## config.mk

```make
export PLATFORM = sky130hd
export DESIGN_NAME = pipe_adder
export DESIGN_NICKNAME = d
export VERILOG_FILES = /design/src/rtl/pipe_adder_pkg.sv /design/src/rtl/adder_chunk.sv /design/src/rtl/pipe_adder.sv
export SDC_FILE = /design/constraint.sdc
export NUM_CORES = 1
export LEC_CHECK = 0
export ABC_CLOCK_PERIOD_IN_PS = 4700
export BUFFER_PORTS_ARGS = -buffer_cell sky130_fd_sc_hd__buf_2
export CAP_MARGIN = 40
export CORE_MARGIN = 3
export CORE_UTILIZATION = 49
export DETAILED_ROUTE_END_ITERATION = 10
export GPL_TIMING_DRIVEN = 0
export HOLD_SLACK_MARGIN = 0.06
export PLACE_DENSITY = 0.68
export SLEW_MARGIN = 0
export SYNTH_ARGS = -nofsm -noshare
export SYNTH_HDL_FRONTEND = slang
export SYNTH_SLANG_ARGS = --single-unit
```

## constraint.sdc

```tcl
create_clock -name clk -period 4.7 [get_ports clk]
set_input_delay 0.235 -clock clk [delete_from_list [all_inputs] [get_ports clk]]
set_output_delay 0.235 -clock clk [all_outputs]
set_load 0.005 [all_outputs]
```

## src/rtl/pipe_adder_pkg.sv

```systemverilog
`default_nettype none
// ------------------------------------------------------------------
// pipe_adder_pkg : stage record type and elaboration helpers
// Rev 1.0
// ------------------------------------------------------------------
package pipe_adder_pkg;

    typedef struct packed {
        logic valid;
        logic carry;
    } stage_ctrl_t;

    function automatic int unsigned num_stages(input int unsigned width, input int unsigned chunk);
        if (chunk == 0 || width < chunk) return 1;
        return width / chunk;
    endfunction

    function automatic bit cfg_ok(input int unsigned width, input int unsigned chunk);
        return (chunk >= 1) && (width >= chunk) && ((width % chunk) == 0);
    endfunction

endpackage
`default_nettype wire

```

## src/rtl/adder_chunk.sv

```systemverilog
`default_nettype none
// ------------------------------------------------------------------
// adder_chunk : combinational CHUNK-bit ripple slice with MSB carry tap
// Rev 1.0
// ------------------------------------------------------------------
module adder_chunk
    import pipe_adder_pkg::*;
#(
    parameter int CHUNK = 16
) (
    input  logic [CHUNK-1:0] a_i,
    input  logic [CHUNK-1:0] b_i,
    input  logic             cin_i,
    output logic [CHUNK-1:0] sum_o,
    output logic             cout_o,
    output logic             c_msb_o
);

    if (CHUNK == 1) begin : g_single
        assign c_msb_o         = cin_i;
        assign {cout_o, sum_o} = {1'b0, a_i} + {1'b0, b_i} + {1'b0, cin_i};
    end else begin : g_multi
        // Split off the MSB so the carry into it is visible for overflow.
        logic [CHUNK-1:0] w_low;
        logic [1:0]       w_top;

        assign w_low   = {1'b0, a_i[CHUNK-2:0]} + {1'b0, b_i[CHUNK-2:0]}
                       + {{(CHUNK-1){1'b0}}, cin_i};
        assign c_msb_o = w_low[CHUNK-1];
        assign w_top   = {1'b0, a_i[CHUNK-1]} + {1'b0, b_i[CHUNK-1]} + {1'b0, c_msb_o};
        assign sum_o   = {w_top[0], w_low[CHUNK-2:0]};
        assign cout_o  = w_top[1];
    end

endmodule
`default_nettype wire

```

## src/rtl/pipe_adder.sv

```systemverilog
`default_nettype none
// ------------------------------------------------------------------
// pipe_adder : pipelined WIDTH-bit add/subtract, one CHUNK slice per stage
// Rev 1.0
// ------------------------------------------------------------------
module pipe_adder
    import pipe_adder_pkg::*;
#(
    parameter int WIDTH = 64,
    parameter int CHUNK = 16
) (
    input  logic             clk,
    input  logic             rst_n,
    input  logic             in_valid,
    output logic             in_ready,
    input  logic [WIDTH-1:0] in_a,
    input  logic [WIDTH-1:0] in_b,
    input  logic             in_sub,
    output logic             out_valid,
    input  logic             out_ready,
    output logic [WIDTH-1:0] out_sum,
    output logic             out_cout,
    output logic             out_ovf
);

    localparam int STAGES = int'(num_stages(WIDTH, CHUNK));

    if (!cfg_ok(WIDTH, CHUNK)) begin : g_cfg_check
        $error("pipe_adder: WIDTH must be a non-zero multiple of CHUNK");
    end

    // Operands/partial sums entering each stage, kept at their natural bit positions.
    logic [WIDTH-1:0]  w_a   [STAGES];
    logic [WIDTH-1:0]  w_b   [STAGES];
    logic [WIDTH-1:0]  w_sum [STAGES];
    logic [STAGES-1:0] w_c;
    logic [STAGES-1:0] w_v;
    logic [STAGES-1:0] w_adv;
    logic [STAGES-1:0] w_load;

    assign w_a[0]   = in_a;
    assign w_b[0]   = in_sub ? ~in_b : in_b;
    assign w_c[0]   = in_sub;
    assign w_sum[0] = '0;

    always_comb begin
        w_adv              = '0;
        w_adv[STAGES-1]    = w_v[STAGES-1] && out_ready;
        for (int k = STAGES - 2; k >= 0; k--) begin
            w_adv[k] = w_v[k] && (!w_v[k+1] || w_adv[k+1]);
        end
    end

    assign in_ready = !w_v[0] || w_adv[0];

    always_comb begin
        w_load    = '0;
        w_load[0] = in_valid && in_ready;
        for (int k = 1; k < STAGES; k++) begin
            w_load[k] = w_adv[k-1];
        end
    end

    for (genvar k = 0; k < STAGES; k++) begin : g_stage
        logic [CHUNK-1:0] w_slice;
        logic             w_cout;
        logic             w_cmsb;
        logic [WIDTH-1:0] w_sum_d;
        stage_ctrl_t      ctrl_q;
        logic [WIDTH-1:0] sum_q;

        adder_chunk #(.CHUNK(CHUNK)) u_chunk (
            .a_i     (w_a[k][k*CHUNK +: CHUNK]),
            .b_i     (w_b[k][k*CHUNK +: CHUNK]),
            .cin_i   (w_c[k]),
            .sum_o   (w_slice),
            .cout_o  (w_cout),
            .c_msb_o (w_cmsb)
        );

        always_comb begin
            w_sum_d                    = w_sum[k];
            w_sum_d[k*CHUNK +: CHUNK]  = w_slice;
        end

        // A load wins over a drain on the same edge, so fill-while-draining keeps valid.
        always_ff @(posedge clk or negedge rst_n) begin
            if (!rst_n) begin
                ctrl_q <= '0;
                sum_q  <= '0;
            end else if (w_load[k]) begin
                ctrl_q.valid <= 1'b1;
                ctrl_q.carry <= w_cout;
                sum_q        <= w_sum_d;
            end else if (w_adv[k]) begin
                ctrl_q.valid <= 1'b0;
            end
        end

        assign w_v[k] = ctrl_q.valid;

        if (k < STAGES - 1) begin : g_fwd
            logic [WIDTH-1:0] a_q;
            logic [WIDTH-1:0] b_q;
            logic             w_unused_cmsb;

            always_ff @(posedge clk or negedge rst_n) begin
                if (!rst_n) begin
                    a_q <= '0;
                    b_q <= '0;
                end else if (w_load[k]) begin
                    a_q <= w_a[k];
                    b_q <= w_b[k];
                end
            end

            assign w_a[k+1]      = a_q;
            assign w_b[k+1]      = b_q;
            assign w_c[k+1]      = ctrl_q.carry;
            assign w_sum[k+1]    = sum_q;
            assign w_unused_cmsb = w_cmsb;
        end else begin : g_out
            logic ovf_q;

            always_ff @(posedge clk or negedge rst_n) begin
                if (!rst_n) begin
                    ovf_q <= 1'b0;
                end else if (w_load[k]) begin
                    ovf_q <= w_cout ^ w_cmsb;
                end
            end

            assign out_valid = ctrl_q.valid;
            assign out_sum   = sum_q;
            assign out_cout  = ctrl_q.carry;
            assign out_ovf   = ovf_q;
        end
    end

endmodule
`default_nettype wire

```

==> results.json <==
{
  "outcome": "complete, no violations",
  "die_h_um": 188.9,
  "post-place-ws_ns": 0.6675,
  "rows": 66,
  "ant_nets": 0,
  "fin_area_um2": 20240,
  "initial_core_util_pct": 49.99,
  "place_congestion": 0.8607,
  "tightestPinTransition_ns": 0.8519,
  "ios": 201,
  "place_area_um2": 18010,
  "crit_path_start_kind": "input pin",
  "cp_cell_sequence": "buf_2, buf_1, xor2_1, ha_1, o21a_1, o211a_1, a31oi_1, o21ai_0, a21oi_1, o21ai_0, a21o_1, fa_1, mux2_2",
  "clk_pin_slew_ns": 0.06,
  "synth_edf_count": 0,
  "synth.area.top_cells": "dfrtp_1, mux2_2, ha_1, o21ai_0, xnor2_1",
  "layout_setup_ws_ns": 1.208,
  "fmax_mhz": 286.3,
  "core_um2": 32780,
  "tns_ns": 0,
  "critical-path-slowest-cell": "buf_1",
  "htreeDepth": 2,
  "required_ns": 5.10,
  "cp_slowest_stage_delay_ns": 0.69,
  "r2r-start": "g_stage[2].g_fwd.b_q[55]",
  "max_cap_violations": 0,
  "cts_hold_buf": 94,
  "final.min_clock_period_ns": 3.492,
  "finalCritPeriodShare_pct": 74.31,
  "p_leak_nw": 9.264,
  "dp_hpwl_um": 26210,
  "drive_gt1_share_pct": 30.99,
  "drt_wl_total_um": 37370,
  "cts-buffers-inserted": 40,
  "nets": 1866,
  "path_depth": 13,
  "postSynth.asyncResetShare_pct": 100.0,
  "synth_area_per_cell_um2": 12.34,
  "yosysTopAreaCell": "dfrtp_1",
  "yosysWarnings": 0,
  "ys_ff_latch": 361,
  "crit_arrival_ns": 3.89,
  "cts_resized": 0,
  "synth_nets": 1528,
  "whs_ns": 0.07635,
  "cpMostUsedCell": "o21ai_0",
  "path_buf_inv": 2,
  "cts_tree": "yes",
  "vdd_drop_max_v": 0.0003045,
  "numClockSinks": 361,
  "worstHoldStart": "in_b[50]",
  "yosysUniqueCellTypes": 48,
  "area_growth_pct": 23.51,
  "synth.most_common_cell": "dfrtp_1",
  "drtPass1Iterations": 4,
  "crit_fanout": 10,
  "rsz0062_at_grt": "false",
  "reg2reg_depth": 11,
  "routedWlPerCell_um": 17.48,
  "die_w_um": 188.9,
  "synth_commonest_cells": "dfrtp_1, mux2_2, nand2_1, o21ai_0, xnor2_1",
  "grt-ovfl-total": 0,
  "drv_slew": 0,
  "utilization_pct": 61.74,
  "crit_end": "g_stage[0].sum_q[15]",
  "endpoint_kind": "flip-flop",
  "regToRegEndpoint": "out_ovf",
  "synth_flop_cell": "dfrtp_1",
  "postCtsSetupBuffers": 0,
  "finalHoldViolCount": 0,
  "path_class": "input pin to flip-flop",
  "viasPerCell": 5.250,
  "cts_root_buf": "clkbuf_16",
  "insertion_delay_ns": 0.52,
  "ys_seq_area_share_pct": 55.12,
  "clk_path_buf_depth": 3,
  "vias": 11230,
  "synth_area_um2": 16390,
  "path_delay_family": "compound AO/OA/AOI/OAI gates",
  "finalSetupViolations": 0,
  "fill_cells": 2581,
  "drtIter0Drc": 576,
  "grt_pass1_vias": 11860,
  "die_area_um2": 35680,
  "grt_max_degree": 128,
  "r2r_slack_ns": 1.64,
  "port_buffers": 199,
  "grt_pass1_wl_um": 61380,
  "drc": 0,
  "synth_top_cell_area_share_pct": 55.12,
  "power.density_nw_per_um2": 569.6,
  "grtUsageTotal_pct": 21.42,
  "hp-class": "input pin to flip-flop",
  "antenna_found_initial": 1,
  "clock_skew_ns": 0.01401,
  "synthCells": 1328,
  "cp-startpoint": "in_sub",
  "relSlewSlack_pct": 43.21
}
## stage by stage
| stage | instances | power (W) |
|---|---|---|
| 2_1_floorplan | 1328 | 0.007274 |
| 3_3_place_gp | 1969 | 0.008306 |
| 3_5_place_dp | 1972 | 0.008476 |
| 4_1_cts | 2136 | 0.01163 |
| 5_1_grt | 2137 | 0.01234 |
| 6_report | 2138 | 0.01153 |
## cells by family after synthesis
family | after synthesis | share of synthesized area [%]
AND/OR/NAND/NOR | 220 | 5.718
flip-flops | 361 | 55.12
adder cells (fa/ha/maj) | 67 | 5.619
multiplexers | 248 | 17.02
buffers and inverters | 82 | 1.985
XOR/XNOR | 106 | 5.665
AO/OA/AOI/OAI | 244 | 8.879
## flip-flops by register name (all words and copies together) (netlist names)
register and flops:
g_stage.g_fwd.b_q 96, g_stage.ctrl_q 6, out_ovf 1, g_stage.g_fwd.a_q 96, out_valid 1, out_sum 64, out_cout 1, g_stage.sum_q 96
## cell usage in the layout, fill, tap and decap left out, types with 5 or more instances in the layout
cell and count:
o21ai_0 125, dfrtp_1 361, nand2b_1 9, xor2_1 42
ha_1 56, clkbuf_8 8, clkbuf_1 49, nor2_1 32
nand2_1 133, clkbuf_16 41, a21oi_1 40, inv_1 23
a21o_1 19, o21a_1 5, mux2_2 245, dlygate4sd3_1 94
nor2b_1 8, buf_1 10, o31a_1 5, a211oi_1 8
nor3_1 9, fa_1 11, o31ai_1 7, xnor2_1 64
a31oi_1 5, nand3_1 15, buf_2 212
## worst min-delay path: stages
cell and delay [ns]:
buf_2 0.08, xnor2_1 0.09, o21ai_0 0.15
## final cells by class
type	count	area, µm²	share of cell area [%]
Sequential cell	361	9034	44.63
Inverter	23	86.33	0.4265
Clock buffer	63	1189	5.872
Clock inverter	7	92.59	0.4574
Multi-Input combinational cell	885	7030	34.73
Antenna cell	2	5.005	0.02472
Timing Repair Buffer	296	2013	9.946
Buffer	59	239.0	1.181
Tap cell	442	553.0	2.732
## how the worst min path moves through the flow
stage	end	slack [ns]	cells after the start
floorplan	g_stage[0].ctrl_q[0]	-0.06	0
global placement	g_stage[0].sum_q[11]	0.46	2
detailed placement	out_sum[37]	0.37	1
CTS	g_stage[0].g_fwd.b_q[61]	0.07	3
global route	g_stage[0].g_fwd.b_q[61]	0.08	3
finish	g_stage[0].g_fwd.b_q[50]	0.08	3
## routing by layer
layer / up-vias / part of all wire (%) / track usage [%]
met4: 0 / 2.9 / 6.846
met3: 73 / 5.1 / 3.851
met2: 299 / 47 / 35.06
met5: - / 0 / 0
met1: 5531 / 45 / 29.31
li1: 5322 / - / -
## where the power goes
part / internal [W] / switching [W] / total (W)
Clock: 0.00184 / 0.00120 / 0.00304
Sequential: 0.00420 / 0.000602 / 0.00480
Combinational: 0.00188 / 0.00181 / 0.00369
Total: 0.00792 / 0.00361 / 0.0115
(Power assumes the default switching activity.)
